## config.mk

```make
export PLATFORM = sky130hd
export DESIGN_NAME = dmem_access_ctrl
export DESIGN_NICKNAME = d
export VERILOG_FILES = /design/src/rtl/dmem_pkg.sv /design/src/rtl/dmem_lane_align.sv /design/src/rtl/dmem_access_ctrl.sv
export SDC_FILE = /design/constraint.sdc
export NUM_CORES = 1
export LEC_CHECK = 0
export CORE_MARGIN = 2
export CORE_UTILIZATION = 43
export CTS_CLUSTER_SIZE = 10
export DETAILED_ROUTE_END_ITERATION = 8
export PLACE_DENSITY = 0.79
export SYNTH_ARGS = -nofsm -noshare
export SYNTH_HDL_FRONTEND = slang
export SYNTH_HIERARCHICAL = 1
export SYNTH_SLANG_ARGS = --single-unit
```

## constraint.sdc

```tcl
create_clock -name CLK -period 7 [get_ports CLK]
set_input_delay 1.4 -clock CLK [delete_from_list [all_inputs] [get_ports CLK]]
set_output_delay 1.4 -clock CLK [all_outputs]
set_load 0.05 [all_outputs]
```

## src/rtl/dmem_pkg.sv

```systemverilog
// Shared types, funct3 codes and access-legality helpers
// for the data-memory load/store controller.
package dmem_pkg;

    typedef enum logic [2:0] {
        IDLE,
        RD,
        RD_WAIT,
        WR,
        RESP
    } state_t;

    localparam logic [2:0] F3_B  = 3'b000;
    localparam logic [2:0] F3_H  = 3'b001;
    localparam logic [2:0] F3_W  = 3'b010;
    localparam logic [2:0] F3_BU = 3'b100;
    localparam logic [2:0] F3_HU = 3'b101;

    typedef struct packed {
        logic        we;
        logic [2:0]  funct3;
        logic [1:0]  lane;
        logic [31:0] wdata;
    } req_t;

    function automatic logic misaligned(
        input logic [2:0] f3,
        input logic [1:0] lane
    );
        logic bad;
        bad = 1'b0;
        unique case (f3[1:0])
            2'b01:   bad = lane[0];
            2'b10:   bad = (lane != 2'd0);
            default: bad = 1'b0;
        endcase
        return bad;
    endfunction

    function automatic logic f3_legal(
        input logic       we,
        input logic [2:0] f3
    );
        logic ok;
        ok = 1'b0;
        unique case (f3)
            F3_B, F3_H, F3_W: ok = 1'b1;
            F3_BU, F3_HU:     ok = !we;
            default:          ok = 1'b0;
        endcase
        return ok;
    endfunction

endpackage

```

## src/rtl/dmem_lane_align.sv

```systemverilog
// Lane extraction with sign/zero extension for loads and
// byte/half merge of store data into a read word.
module dmem_lane_align
    import dmem_pkg::*;
(
    input  logic [31:0] word,
    input  logic [1:0]  lane,
    input  logic [2:0]  funct3,
    input  logic [31:0] wdata,
    output logic [31:0] load_val,
    output logic [31:0] merged
);

    logic [7:0]  b;
    logic [15:0] h;

    always_comb begin
        b = word[7:0];
        unique case (lane)
            2'd0: b = word[7:0];
            2'd1: b = word[15:8];
            2'd2: b = word[23:16];
            2'd3: b = word[31:24];
        endcase
        h = lane[1] ? word[31:16] : word[15:0];
    end

    always_comb begin
        load_val = word;
        unique case (funct3)
            F3_B:    load_val = {{24{b[7]}}, b};
            F3_BU:   load_val = {24'd0, b};
            F3_H:    load_val = {{16{h[15]}}, h};
            F3_HU:   load_val = {16'd0, h};
            default: load_val = word;
        endcase
    end

    // Only the addressed lane comes from wdata.
    always_comb begin
        merged = word;
        if (funct3[1:0] == 2'b00) begin
            unique case (lane)
                2'd0: merged[7:0]   = wdata[7:0];
                2'd1: merged[15:8]  = wdata[7:0];
                2'd2: merged[23:16] = wdata[7:0];
                2'd3: merged[31:24] = wdata[7:0];
            endcase
        end else if (funct3[1:0] == 2'b01) begin
            if (lane[1])
                merged[31:16] = wdata[15:0];
            else
                merged[15:0] = wdata[15:0];
        end
    end

endmodule

```

## src/rtl/dmem_access_ctrl.sv

```systemverilog
// Byte-addressed RV32I load/store controller driving a
// word-wide synchronous RAM, with read-modify-write stores.
module dmem_access_ctrl
    import dmem_pkg::*;
#(
    parameter int RAM_DATA = 32,
    parameter int RAM_ADD  = 10
) (
    input  logic                CLK,
    input  logic                RESET,
    input  logic                REQ,
    input  logic                WE,
    input  logic [2:0]          FUNCT3,
    input  logic [31:0]         ADDR,
    input  logic [31:0]         WDATA,
    output logic [RAM_DATA-1:0] RDATA,
    output logic                READY,
    output logic                ERROR,
    output logic                BUSY,
    output logic [RAM_ADD-1:0]  MEM_ADDRESS,
    output logic [RAM_DATA-1:0] MEM_DATA_IN,
    input  logic [RAM_DATA-1:0] MEM_DATA_OUT,
    output logic                MEM_READ,
    output logic                MEM_WRITE
);

    state_t              state;
    state_t              nxt;
    req_t                req_q;
    logic                err_q;
    logic                req_err;
    logic                is_sw;
    logic [31:0]         load_val;
    logic [31:0]         merged;
    logic [RAM_DATA-1:0] rdata_q;
    logic [RAM_ADD-1:0]  addr_q;
    logic [RAM_DATA-1:0] din_q;
    logic                unused_addr;

    assign unused_addr = ^ADDR[31:RAM_ADD+2];

    assign req_err = !f3_legal(WE, FUNCT3)
                   || misaligned(FUNCT3, ADDR[1:0]);
    assign is_sw   = WE && (FUNCT3 == F3_W);

    dmem_lane_align u_align (
        .word     (MEM_DATA_OUT),
        .lane     (req_q.lane),
        .funct3   (req_q.funct3),
        .wdata    (req_q.wdata),
        .load_val (load_val),
        .merged   (merged)
    );

    always_ff @(posedge CLK or posedge RESET) begin
        if (RESET)
            state <= IDLE;
        else
            state <= nxt;
    end

    always_comb begin
        nxt       = state;
        MEM_READ  = 1'b0;
        MEM_WRITE = 1'b0;
        READY     = 1'b0;
        ERROR     = 1'b0;
        BUSY      = (state != IDLE);
        unique case (state)
            IDLE: begin
                if (REQ) begin
                    if (req_err)
                        nxt = RESP;
                    else if (is_sw)
                        nxt = WR;
                    else
                        nxt = RD;
                end
            end
            RD: begin
                MEM_READ = 1'b1;
                nxt      = RD_WAIT;
            end
            RD_WAIT: begin
                nxt = req_q.we ? WR : RESP;
            end
            WR: begin
                MEM_WRITE = 1'b1;
                nxt       = RESP;
            end
            RESP: begin
                READY = 1'b1;
                ERROR = err_q;
                nxt   = IDLE;
            end
            default: nxt = IDLE;
        endcase
    end

    // Request capture and the registered datapath outputs.
    always_ff @(posedge CLK or posedge RESET) begin
        if (RESET) begin
            req_q   <= '0;
            err_q   <= 1'b0;
            rdata_q <= '0;
            addr_q  <= '0;
            din_q   <= '0;
        end else begin
            if (state == IDLE && REQ) begin
                req_q.we     <= WE;
                req_q.funct3 <= FUNCT3;
                req_q.lane   <= ADDR[1:0];
                req_q.wdata  <= WDATA;
                err_q        <= req_err;
                addr_q       <= ADDR[RAM_ADD+1:2];
                if (req_err)
                    rdata_q <= '0;
                else if (is_sw)
                    din_q <= WDATA;
            end
            if (state == RD_WAIT) begin
                if (req_q.we)
                    din_q <= merged;
                else
                    rdata_q <= load_val;
            end
        end
    end

    assign RDATA       = rdata_q;
    assign MEM_ADDRESS = addr_q;
    assign MEM_DATA_IN = din_q;

endmodule

```

==> results of run 1 <==
-- metal layers --
layer | vias to the layer above | track usage | wire length (um)
li1 | 2554 | - | -
met1 | 2589 | 0.344 | 7690
met2 | 254 | 0.379 | 7920
met3 | 33 | 0.0542 | 1350
met4 | 0 | 0.0713 | 418
met5 | - | 0 | 0
-- power breakdown --
| part | total [mW] | switching (mW) | internal [mW] | leakage [nW] |
|---|---|---|---|---|
| logic | 2.06 | 1.30 | 0.758 | 2.10 |
| registers | 1.06 | 0.242 | 0.815 | 1.29 |
| clock network | 0.474 | 0.232 | 0.242 | 0.124 |
| total | 3.59 | 1.77 | 1.82 | 3.51 |
-- flip-flops by register name, indices dropped and copies added, names as in the netlist --
name,flops
MEM_ADDRESS,10
MEM_DATA_IN,32
RDATA,32
err_q,1
req_q,22
state,3
-- path summary, 6_finish.rpt --
check	start	end
min in group asynchronous	RESET	RDATA[22]$_DFF_PP0_
hold reg to reg	MEM_ADDRESS[5]$_DFFE_PP0P_	MEM_ADDRESS[5]$_DFFE_PP0P_
max in group asynchronous	RESET	req_q[12]$_DFFE_PP0P_
setup / recovery	FUNCT3[0]	RDATA[31]$_DFF_PP0_
hold / removal	MEM_ADDRESS[5]$_DFFE_PP0P_	MEM_ADDRESS[5]$_DFFE_PP0P_
setup reg to reg	req_q[33]$_DFFE_PP0P_	RDATA[27]$_DFF_PP0_
-- final cells by class --
| class | instances | area share |
|---|---|---|
| Timing Repair Buffer | 168 | 0.216 |
| Sequential cell | 100 | 0.325 |
| Multi-Input combinational cell | 500 | 0.387 |
| Clock inverter | 7 | 0.00682 |
| Tap cell | 176 | 0.0286 |
| Clock buffer | 9 | 0.0292 |
| Inverter | 15 | 0.00763 |
-- worst min-delay path, delay by kind of cell, from the launching register on --
kind | cells | cell delay, ns
and+or+nand+nor | 2 | 0.10
DFF | 1 | 0.34
-- stage by stage --
step	std cells	utilization	setup slack [ns]
6_report	975	0.584	3.34
3_5_place_dp	959	0.563	2.94
5_1_grt	975	0.584	3.17
2_1_floorplan	669	-	2.98
4_1_cts	975	0.584	3.33
3_3_place_gp	959	0.563	3.00
==> impl_metrics.csv, run 1 <==
group,metric,value,unit
cells_and_area,antenna-diode-count,0,
timing,final_min_period_over_clock_period,0.523,
job,max_cap_viol,0,
clock_network,cts_post_setup_buffers_inserted,0,
critical_path,cp.depth,7,
cells_and_area,total_area_of_multi_input_combinational_cells,2980,um2
global_route,antenna_violations_before_repair,0,
timing,timing.clock.skew,0.00781,ns
timing,hold_viol_final,0,
power_and_ir_drop,power_density,466,nW/um2
timing,setup-tns-final,0,ns
drt,vias,5430,
yosys,post_syn_area,5800,um2
clock_network,cts-root-buf,"sky130_fd_sc_hd__clkbuf_16",
yosys,number_of_nets_in_the_synthesized_netlist,774,
clock_network,cts_num_sinks,100,
power_and_ir_drop,total_power,3.59,mW
yosys,synth_cells,669,
min_path,hold_path.class,"reg2reg",
clock_network,clock_tree.buffer_depth,2,
die,core_area,13200,um2
die,floorplan.die_area,14400,um2
die,die_height,120,um
placement,numPortBuffers,161,
power_and_ir_drop,power_leakage,3.51,nW
drt,detailedRoute.firstPassIterationCount,5,
die,floorplan.rows,42,
cells_and_area,most_frequent_standard_cell_in_the_layout_excluding_fill_and_tap_cells,"sky130_fd_sc_hd__nand2_1",
cells_and_area,area_growth_syn_to_layout,32.8,%
power_and_ir_drop,ir_drop_worst_case_vdd,0.000276,V
critical_path,critPathLaunchType,"input port",
critical_path,setup.worst_path.class,"in2reg",
timing,drv_slew,0,
yosys,syn-mean-instance-area,8.67,um2
critical_path,worst-r2r-cell-count,5,
global_route,grt.total_usage,0.245,
timing,tightestPinTransition,1.17,ns
drt,drt_first_iter_violations,601,
critical_path,r2r_slack,4.30,ns
timing,rsz0062_at_grt,"no",
cells_and_area,final_cell_mix,"sky130_fd_sc_hd__nand2_1, sky130_fd_sc_hd__clkdlybuf4s50_1, sky130_fd_sc_hd__dfrtp_1, sky130_fd_sc_hd__o21ai_1, sky130_fd_sc_hd__nand3_1",
clock_network,cts_buffers,9,
cells_and_area,drive_above_1_share,0.105,
critical_path,cpLargestDelayFamily,"compound AO/OA/AOI/OAI gates",
timing,maxClockFrequency,273,MHz
drt,drc,0,
placement,placement.cell_area,7420,um2
clock_network,worst_skew_pair.late_latency,0.36,ns
clock_network,worst_setup_hold_path_clk_slew,0.07,ns
cells_and_area,design.final.nets,899,
drt,drt-total-wl,17400,um
critical_path,path_buf_inv,2,
critical_path,cp_cell_sequence,"clkdlybuf4s50_1, inv_1, ha_1, nand2b_1, o21ai_1, o21a_1, o21ai_0",
clock_network,cts_tree,"yes",
critical_path,critPathSlowestCell,"sky130_fd_sc_hd__o21a_1",
clock_network,clock_h_tree_levels,3,
die,initial_utilization,0.440,
yosys,synth_warnings,6,
timing,finalCriticalPeriod,3.66,ns
global_route,grt_first_pass_wirelength,27700,um
critical_path,critPathCaptureType,"flop",
critical_path,critical_path_arrival,3.85,ns
run_status,outcome,"completed",
global_route,first_global_vias,5141,
drt,post_dr_wirelength_cell,17.8,um
cells_and_area,num-fill-cells,1155,
clock_network,post_cts.resized_instances,0,
cells_and_area,regArea,2500,um2
clock_network,holdBufCountCts,0,
placement,hpwl,12400,um
timing,hold_ws,0.473,ns
min_path,hold_depth,2,
critical_path,critical_path_peak_fanout,34,
timing,timing.slew.headroom,0.223,
die,die_w,120,um
die,boundaryPins,182,
cells_and_area,final_area,7700,um2
critical_path,crit_path_max_incr_delay,0.92,ns
critical_path,worst-endpoint-required,7.19,ns
global_route,grt_remaining_overflow,0,
drt,drt.antenna.violating_nets,0,
placement,finalWeightedCongestion,0.919,
timing,final-setup-viol-count,0,
drt,detail_route.vias_per_cell,5.57,
global_route,pin_count_of_the_biggest_net_entering_global_routing,66,
Power figures use the tool's default switching activity.
==> run 2: changes to the inputs <==
PLACE_DENSITY = 0.82   (was 0.79)
clock period = 3.2 ns   (was 7 ns; I/O delays follow)
==> run 2 against run 1 <==
Routed wire length about the same. Worst hold slack about the same. Die area unchanged. Clock power increased by 130%. Sequential share of layout area decreased by 0.20 points. Sequential power increased by 110%. Critical path type is now reg2out. Final cell count increased by 0.62%. Largest cell class unchanged. Critical path depth decreased by 4. Non-clock buffer count increased by 6.
==> impl_metrics.csv, run 2 (synthesized netlist as in run 1, its figures left out) <==
group,metric,value,unit
placement,numPortBuffers,161,
drt,drt-total-wl,17400,um
timing,setup-tns-final,0,ns
clock_network,clock_tree.buffer_depth,2,
drt,drc,0,
global_route,grt_first_pass_wirelength,28000,um
clock_network,worst_setup_hold_path_clk_slew,0.07,ns
global_route,grt.total_usage,0.246,
timing,timing.slew.headroom,0.203,
clock_network,holdBufCountCts,0,
cells_and_area,final_area,7750,um2
timing,finalCriticalPeriod,2.70,ns
cells_and_area,drive_above_1_share,0.106,
die,die_w,120,um
clock_network,cts_num_sinks,100,
power_and_ir_drop,power_report.internal_total,4.08,mW
drt,drt.antenna.violating_nets,0,
power_and_ir_drop,p_sw,3.82,mW
global_route,pin_count_of_the_biggest_net_entering_global_routing,101,
global_route,antenna_violations_before_repair,0,
clock_network,cts_buffers,9,
clock_network,cts_tree,"yes",
drt,detailedRoute.firstPassIterationCount,5,
die,core_area,13200,um2
timing,rsz0062_at_grt,"no",
timing,final-setup-viol-count,0,
clock_network,post_cts.resized_instances,0,
job,max_cap_viol,0,
die,die_height,120,um
global_route,first_global_vias,5094,
die,initial_utilization,0.440,
die,floorplan.rows,42,
critical_path,critical_path_peak_fanout,8,
critical_path,worst-endpoint-required,2.56,ns
timing,hold_viol_final,0,
timing,final_min_period_over_clock_period,0.845,
clock_network,worst_skew_pair.late_latency,0.35,ns
die,boundaryPins,182,
placement,placement.cell_area,7470,um2
run_status,outcome,"completed",
cells_and_area,final_cell_mix,"sky130_fd_sc_hd__nand2_1, sky130_fd_sc_hd__clkdlybuf4s50_1, sky130_fd_sc_hd__dfrtp_1, sky130_fd_sc_hd__o21ai_1, sky130_fd_sc_hd__nand3_1",
power_and_ir_drop,power_density,1020,nW/um2
drt,vias,5403,
min_path,hold_path.class,"reg2reg",
drt,post_dr_wirelength_cell,17.7,um
critical_path,critPathCaptureType,"output pin",
drt,detail_route.vias_per_cell,5.51,
power_and_ir_drop,p_clk_frac,0.136,
drt,drt_first_iter_violations,590,
critical_path,critPathLaunchType,"flop",
power_and_ir_drop,power_leakage,3.55,nW
clock_network,clock_h_tree_levels,3,
placement,finalWeightedCongestion,0.902,
power_and_ir_drop,seq_power_share,0.284,
cells_and_area,most_frequent_standard_cell_in_the_layout_excluding_fill_and_tap_cells,"sky130_fd_sc_hd__nand2_1",
cells_and_area,antenna-diode-count,0,
timing,tightestPinTransition,1.20,ns
critical_path,critical_path_arrival,2.06,ns
die,floorplan.die_area,14400,um2
power_and_ir_drop,pwr-share-comb,0.579,
clock_network,cts_post_setup_buffers_inserted,0,
timing,maxClockFrequency,370,MHz
cells_and_area,design.final.nets,905,
cells_and_area,area_growth_syn_to_layout,33.6,%
placement,hpwl,12500,um
timing,drv_slew,0,
power_and_ir_drop,p_sw_frac,0.483,
clock_network,cts-root-buf,"sky130_fd_sc_hd__clkbuf_16",
timing,timing.clock.skew,0.00494,ns
global_route,grt_remaining_overflow,0,
power_and_ir_drop,ir_drop_worst_case_vdd,0.000514,V
critical_path,setup.worst_path.class,"reg2out",
==> run 2: routing by layer <==
metal	wire, um	global-route usage	up-vias
met2	7980	0.380	238
met1	7710	0.356	2581
li1	-	-	2558
met3	1310	0.0371	26
met5	0	0	-
met4	349	0.0743	0
==> run 2: cell type report <==
cell class,instances,area (um2)
multi-input cells,500,2970
inverters,15,60.1
flip-flops and latches,100,2500
repair buffers,174,1720
fillers,1138,5440
clock buffers,14,244
well taps,176,220
clock inverters,2,35.0
==> run 2: critical path: stages, from the launching register on <==
cell                              delay [ns]
sky130_fd_sc_hd__dfrtp_1                0.49
sky130_fd_sc_hd__nor3b_1                0.28
sky130_fd_sc_hd__and2_1                 0.16
sky130_fd_sc_hd__clkdlybuf4s50_1        0.80
==> run 2: metrics by stage <==
stage | instances | hold slack, ns | utilization | setup slack (ns) | power [mW]
3_5_place_dp | 965 | 0.462 | 0.566 | 0.407 | 6.82
2_1_floorplan | 669 | 0.441 | - | 0.298 | 5.47
5_1_grt | 981 | 0.498 | 0.588 | 0.376 | 8.37
6_report | 981 | 0.473 | 0.588 | 0.495 | 7.90
3_3_place_gp | 965 | 0.458 | 0.566 | 0.468 | 6.74
4_1_cts | 981 | 0.478 | 0.588 | 0.481 | 7.91
==> run 2: path summary, 6_finish.rpt <==
path / cells past startpoint / from / slack [ns] / endpoint
min reg2reg: 2 / MEM_ADDRESS[8]$_DFFE_PP0P_ / 0.47 / MEM_ADDRESS[8]$_DFFE_PP0P_
max in group asynchronous: 3 / RESET / 1.95 / RDATA[18]$_DFF_PP0_
min: 2 / MEM_ADDRESS[8]$_DFFE_PP0P_ / 0.47 / MEM_ADDRESS[8]$_DFFE_PP0P_
max: 3 / state[0]$_DFFE_PP0P_ / 0.50 / ERROR
max reg2reg: 5 / req_q[35]$_DFFE_PP0P_ / 0.88 / MEM_DATA_IN[5]$_DFF_PP0_
min in group asynchronous: 3 / RESET / 0.74 / RDATA[31]$_DFF_PP0_
==> run 2: power groups by stage <==
stage               Sequential, mW  Clock, mW  Combinational (mW)
floorplan                     3.38          0                2.09
global placement              2.24          0                4.50
detailed placement            2.25          0                4.57
CTS                           2.24       1.09                4.59
global route                  2.31       1.15                4.90
finish                        2.25       1.08                4.57
==> run 3: changes to the inputs <==
clock period = 2.4 ns   (was 3.2 ns; I/O delays follow)
==> run 3 against run 2 <==
Setup slack lost 0.17 ns. First-iteration DRC count shrank 15%. Non-clock buffer count grew 11. Sequential cell count is the same. Routed wire length grew 0.11%. Worst hold slack lost 0.0031 ns. Sequential power grew 31%. Count of clock-buffer cells in the layout shrank 2. Largest power group unchanged.
==> impl_metrics.csv, run 3 (synthesized netlist as in run 1, its figures left out) <==
group,metric,value,unit
timing,final_min_period_over_clock_period,0.866,
timing,hold_viol_final,0,
power_and_ir_drop,pwr-share-comb,0.581,
drt,vias,5413,
drt,drt.antenna.violating_nets,0,
cells_and_area,antenna-diode-count,0,
critical_path,critical_path_arrival,2.31,ns
placement,hpwl,12900,um
power_and_ir_drop,p_sw_frac,0.475,
drt,drt_first_iter_violations,500,
placement,finalWeightedCongestion,0.908,
drt,detailedRoute.firstPassIterationCount,6,
global_route,grt.met3_usage,0.0494,
placement,pre_cts_ws,-0.0169,ns
clock_network,cts-root-buf,"sky130_fd_sc_hd__clkbuf_16",
critical_path,worst-endpoint-required,2.63,ns
timing,maxClockFrequency,481,MHz
cells_and_area,final_cell_mix,"sky130_fd_sc_hd__nand2_1, sky130_fd_sc_hd__clkdlybuf4s50_1, sky130_fd_sc_hd__dfrtp_1, sky130_fd_sc_hd__o21ai_1, sky130_fd_sc_hd__nand3_1",
global_route,grt_most_used_layer,"met2",
power_and_ir_drop,p_clk_frac,0.145,
die,die_w,120,um
min_path,hold_path.class,"reg2reg",
critical_path,critPathSlowestCell,"sky130_fd_sc_hd__dfrtp_1",
global_route,antenna_violations_before_repair,0,
drt,drc,0,
global_route,grt.total_usage,0.248,
power_and_ir_drop,power_density,1360,nW/um2
die,boundaryPins,182,
die,floorplan.die_area,14400,um2
drt,drt-total-wl,17400,um
global_route,grt_first_pass_wirelength,28000,um
power_and_ir_drop,seq_power_share,0.274,
placement,place_inst,976,
timing,timing.clock.skew,0.00675,ns
critical_path,cpLargestDelayFamily,"simple AND/OR/NAND/NOR gates",
clock_network,cts_post_setup_buffers_inserted,0,
timing,finalCriticalPeriod,2.08,ns
clock_network,cts_tree,"yes",
clock_network,post_cts.resized_instances,0,
run_status,outcome,"completed",
power_and_ir_drop,power_leakage,3.66,nW
power_and_ir_drop,ir_drop_worst_case_vdd,0.000705,V
clock_network,cts_num_sinks,100,
cells_and_area,area_growth_syn_to_layout,36.6,%
drt,post_dr_wirelength_cell,17.5,um
critical_path,setup.worst_path.class,"reg2reg",
clock_network,worst_setup_hold_path_clk_slew,0.07,ns
timing,drv_slew,0,
global_route,first_global_vias,5185,
clock_network,clock_tree.buffer_depth,2,
global_route,grt_remaining_overflow,0,
drt,detail_route.vias_per_cell,5.46,
placement,numPortBuffers,161,
timing,final-setup-viol-count,0,
clock_network,cts_buffers,9,
clock_network,holdBufCountCts,0,
timing,tightestPinTransition,1.01,ns
cells_and_area,most_frequent_standard_cell_in_the_layout_excluding_fill_and_tap_cells,"sky130_fd_sc_hd__nand2_1",
critical_path,critPathLaunchType,"flop",
critical_path,critPathCaptureType,"flop",
critical_path,critical_path_peak_fanout,11,
timing,rsz0062_at_grt,"no",
cells_and_area,drive_above_1_share,0.127,
power_and_ir_drop,power_report.internal_total,5.65,mW
job,max_cap_viol,0,
clock_network,worst_skew_pair.late_latency,0.35,ns
critical_path,crit_path_max_incr_delay,0.59,ns
die,floorplan.rows,42,
timing,worst_slack,0.323,ns
power_and_ir_drop,p_sw,5.11,mW
die,initial_utilization,0.440,
die,die_height,120,um
die,core_area,13200,um2
cells_and_area,final-instance-count-excl-fill,992,
timing,timing.slew.headroom,0.326,
global_route,grtUsageMet2,0.370,
clock_network,clock_h_tree_levels,3,
critical_path,path_buf_inv,1,
global_route,met1_track_utilization_from_global_routing,0.348,
global_route,pin_count_of_the_biggest_net_entering_global_routing,101,
cells_and_area,design.final.nets,916,
critical_path,cp_cell_sequence,"buf_4, nand2b_1, nor2_2, mux2_2, nand2_1, o211ai_2",
==> run 3: changes by cell type in the layout (fill, tap and decap cells not counted), moves of 3 or more <==
| cell | change |
|---|---|
| sky130_fd_sc_hd__buf_4 | +11 |
| sky130_fd_sc_hd__clkbuf_1 | -3 |
| sky130_fd_sc_hd__clkdlybuf4s50_1 | -5 |
| sky130_fd_sc_hd__buf_12 | +4 |
==> run 3: final timing paths <==
kind                                       start                   endpoint  slack [ns]  cells after the start
max                        req_q[33]$_DFFE_PP0P_  MEM_DATA_IN[18]$_DFF_PP0_        0.32                      6
min                            err_q$_DFFE_PP0P_          err_q$_DFFE_PP0P_        0.47                      1
max reg2reg                req_q[33]$_DFFE_PP0P_  MEM_DATA_IN[18]$_DFF_PP0_        0.32                      6
min reg2reg                    err_q$_DFFE_PP0P_          err_q$_DFFE_PP0P_        0.47                      1
max in group asynchronous                  RESET        RDATA[23]$_DFF_PP0_        1.33                      3
min in group asynchronous                  RESET        RDATA[22]$_DFF_PP0_        0.60                      3
==> run 3: area by class of cell <==
type / count / area, um2
timing repair buffer: 185 / 1850
sequential: 100 / 2500
inverter: 15 / 60.1
fill: 1134 / 5270
tap: 176 / 220
multi-input combinational: 500 / 2970
clock buffer: 12 / 246
clock inverter: 4 / 72.6
==> run 3: per-stage QoR <==
stage | instance area, um2 | hold WS (ns) | utilization | power, mW | setup TNS, ns
finish | 7920 | 0.470 | 0.601 | 10.8 | 0
global route | 7920 | 0.505 | 0.601 | 11.4 | 0
CTS | 7920 | 0.475 | 0.600 | 10.8 | 0
detailed placement | 7600 | 0.459 | 0.576 | 9.20 | -0.0316
global placement | 7600 | 0.453 | 0.576 | 9.10 | 0
floorplan | 5810 | 0.441 | - | 7.30 | 0
==> run 3: power groups by stage <==
stage | Sequential [mW] | Combinational [mW] | Clock, mW
global route | 3.03 | 6.70 | 1.69
floorplan | 4.51 | 2.79 | 0
finish | 2.94 | 6.25 | 1.57
detailed placement | 2.95 | 6.25 | 0
CTS | 2.93 | 6.27 | 1.60
global placement | 2.93 | 6.16 | 0
==> run 3: worst register-to-register path, cell delays in order (launching register included) <==
cell	delay [ns]
sky130_fd_sc_hd__dfrtp_1	0.59
sky130_fd_sc_hd__buf_4	0.24
sky130_fd_sc_hd__nand2b_1	0.09
sky130_fd_sc_hd__nor2_2	0.41
sky130_fd_sc_hd__mux2_2	0.41
sky130_fd_sc_hd__nand2_1	0.12
sky130_fd_sc_hd__o211ai_2	0.10
==> run 3: per-layer routing <==
metal  vias up  wire length (um)
met4         0               602
met1      2554              7590
li1       2586                 -
met2       238              7880
met3        35              1300
met5         -                 0
==> variant, RTL diff (settings of run 3) <==
Register the output `ERROR`, without a reset; this adds one clock of latency there. The other outputs are not delayed to match.
--- a/src/rtl/dmem_access_ctrl.sv
+++ b/src/rtl/dmem_access_ctrl.sv
@@ -23,6 +23,8 @@
     output logic                MEM_READ,
     output logic                MEM_WRITE
 );
+
+    logic ERROR_d;
 
     state_t              state;
     state_t              nxt;
@@ -64,7 +66,7 @@
         MEM_READ  = 1'b0;
         MEM_WRITE = 1'b0;
         READY     = 1'b0;
-        ERROR     = 1'b0;
+        ERROR_d   = 1'b0;
         BUSY      = (state != IDLE);
         unique case (state)
             IDLE: begin
@@ -90,7 +92,7 @@
             end
             RESP: begin
                 READY = 1'b1;
-                ERROR = err_q;
+                ERROR_d = err_q;
                 nxt   = IDLE;
             end
             default: nxt = IDLE;
@@ -131,5 +133,9 @@
     assign MEM_ADDRESS = addr_q;
     assign MEM_DATA_IN = din_q;
 
+    always_ff @(posedge CLK) begin
+        ERROR <= ERROR_d;
+    end
+
 endmodule
 
Behaviour: not the same (Yosys sat finds a counterexample within 4 cycles, from zero or initial values and one cycle with RESET high).
==> variant against run 3 <==
  * First-iteration DRC count is 29% higher
  * Worst setup slack gained 0.037 ns
  * Total power rose by 2.6%
  * Final area down 1.9%
  * Utilization fell by 0.65 points
  * Register-to-register slack better by 0.20 ns
  * Synthesized area decreased by 1.8%
  * Wire length increased by 4.6%
  * Sequential cell count increased by 1
  * Via count up 4.0%
  * Count of clock-buffer cells in the layout rose by 1
  * Critical endpoint is now MEM_DATA_IN[14]
==> variant: results <==
set metrics [dict create \
    status "completed" \
    grt_pass1_wl_um 28900 \
    dp_hpwl_um 13000 \
    use_met2 0.387 \
    cts_max_level 3 \
    port_buffers 161 \
    dp_slack_ns 0.0508 \
    met3_usage 0.0556 \
    antenna_found_initial 0 \
    first_pass_iters 5 \
    slew_headroom 0.586 \
    grt_max_degree 101 \
    gp_congestion 0.947 \
    peakVddDrop_mv 0.709 \
    syn-num-nets 782 \
    max_stage_delay_ns 0.83 \
    p_switching_mw 5.46 \
    path_delay_family "buffers and inverters" \
    vias_per_cell 5.65 \
    track_usage 0.260 \
    drt_iter0_markers 644 \
    drive_above_1_share 0.0878 \
    setup-tns-final_ns 0 \
    grt_pass1_vias 5273 \
    leakagePower_nw 3.42 \
    crit_slowest_cell "clkdlybuf4s50_1" \
    use_met1 0.378 \
    fin_skew_ns 0.00445 \
    hold_path_class "register to register" \
    critical_path.max_fanout 2 \
    num-nets-final 921 \
    arrival_ns 1.56 \
    worstSetupEndpointType "primary output" \
    wl_um 18200 \
    clkTransAtPathRegs_ns 0.07 \
    numCtsBuffers 9 \
    root_buffer "clkbuf_16" \
]
variant: layout make-up:
cell class,instances,area [sq um]
clock inverter,2,10.0
inverter,15,60.1
sequential,101,2520
tap,176,220
clock buffer,13,250
multi-input combinational,500,2830
timing repair buffer,189,1880
fill,1162,5310
variant: what timing repair did:
action                                  in CTS  in global routing
endpoints found under the setup margin       0                  1
buffers inserted                             0                  0
resized for setup                            0                  1
variant: power by group through the flow:
stage          combinational [mW]  clock (mW)  sequential [mW]
3_5_place_dp                 6.68           0             3.02
6_report                     6.69        1.35             3.01
5_1_grt                      7.14        1.44             3.10
3_3_place_gp                 6.57           0             3.01
4_1_cts                      6.69        1.36             3.00
2_1_floorplan                2.86           0             4.73
variant: layer usage:
metal / part of all wire / vias up / routed length [um]
met5: 0 / - / 0
met4: 0.017 / 0 / 315
met3: 0.075 / 23 / 1360
met2: 0.45 / 257 / 8240
met1: 0.45 / 2725 / 8250
li1: - / 2625 / -
variant: stage by stage:
step / power [mW] / cells / instance area (sq um)
6_report: 11.0 / 996 / 7770
5_1_grt: 11.7 / 996 / 7770
4_1_cts: 11.1 / 996 / 7770
3_5_place_dp: 9.69 / 981 / 7510
3_3_place_gp: 9.58 / 981 / 7510
2_1_floorplan: 7.59 / 677 / 5700
variant: path summary, 6_finish.rpt:
kind                       slack (ns)            start         endpoint  cells after the start
setup / recovery                 0.36  MEM_DATA_IN[14]  MEM_DATA_IN[14]                      1
hold / removal                   0.47            err_q            err_q                      1
setup reg to reg                 0.52        req_q[33]  MEM_DATA_IN[16]                      6
hold reg to reg                  0.47            err_q            err_q                      1
max in group asynchronous        1.33            RESET         req_q[6]                      3
min in group asynchronous        0.60            RESET        RDATA[15]                      3
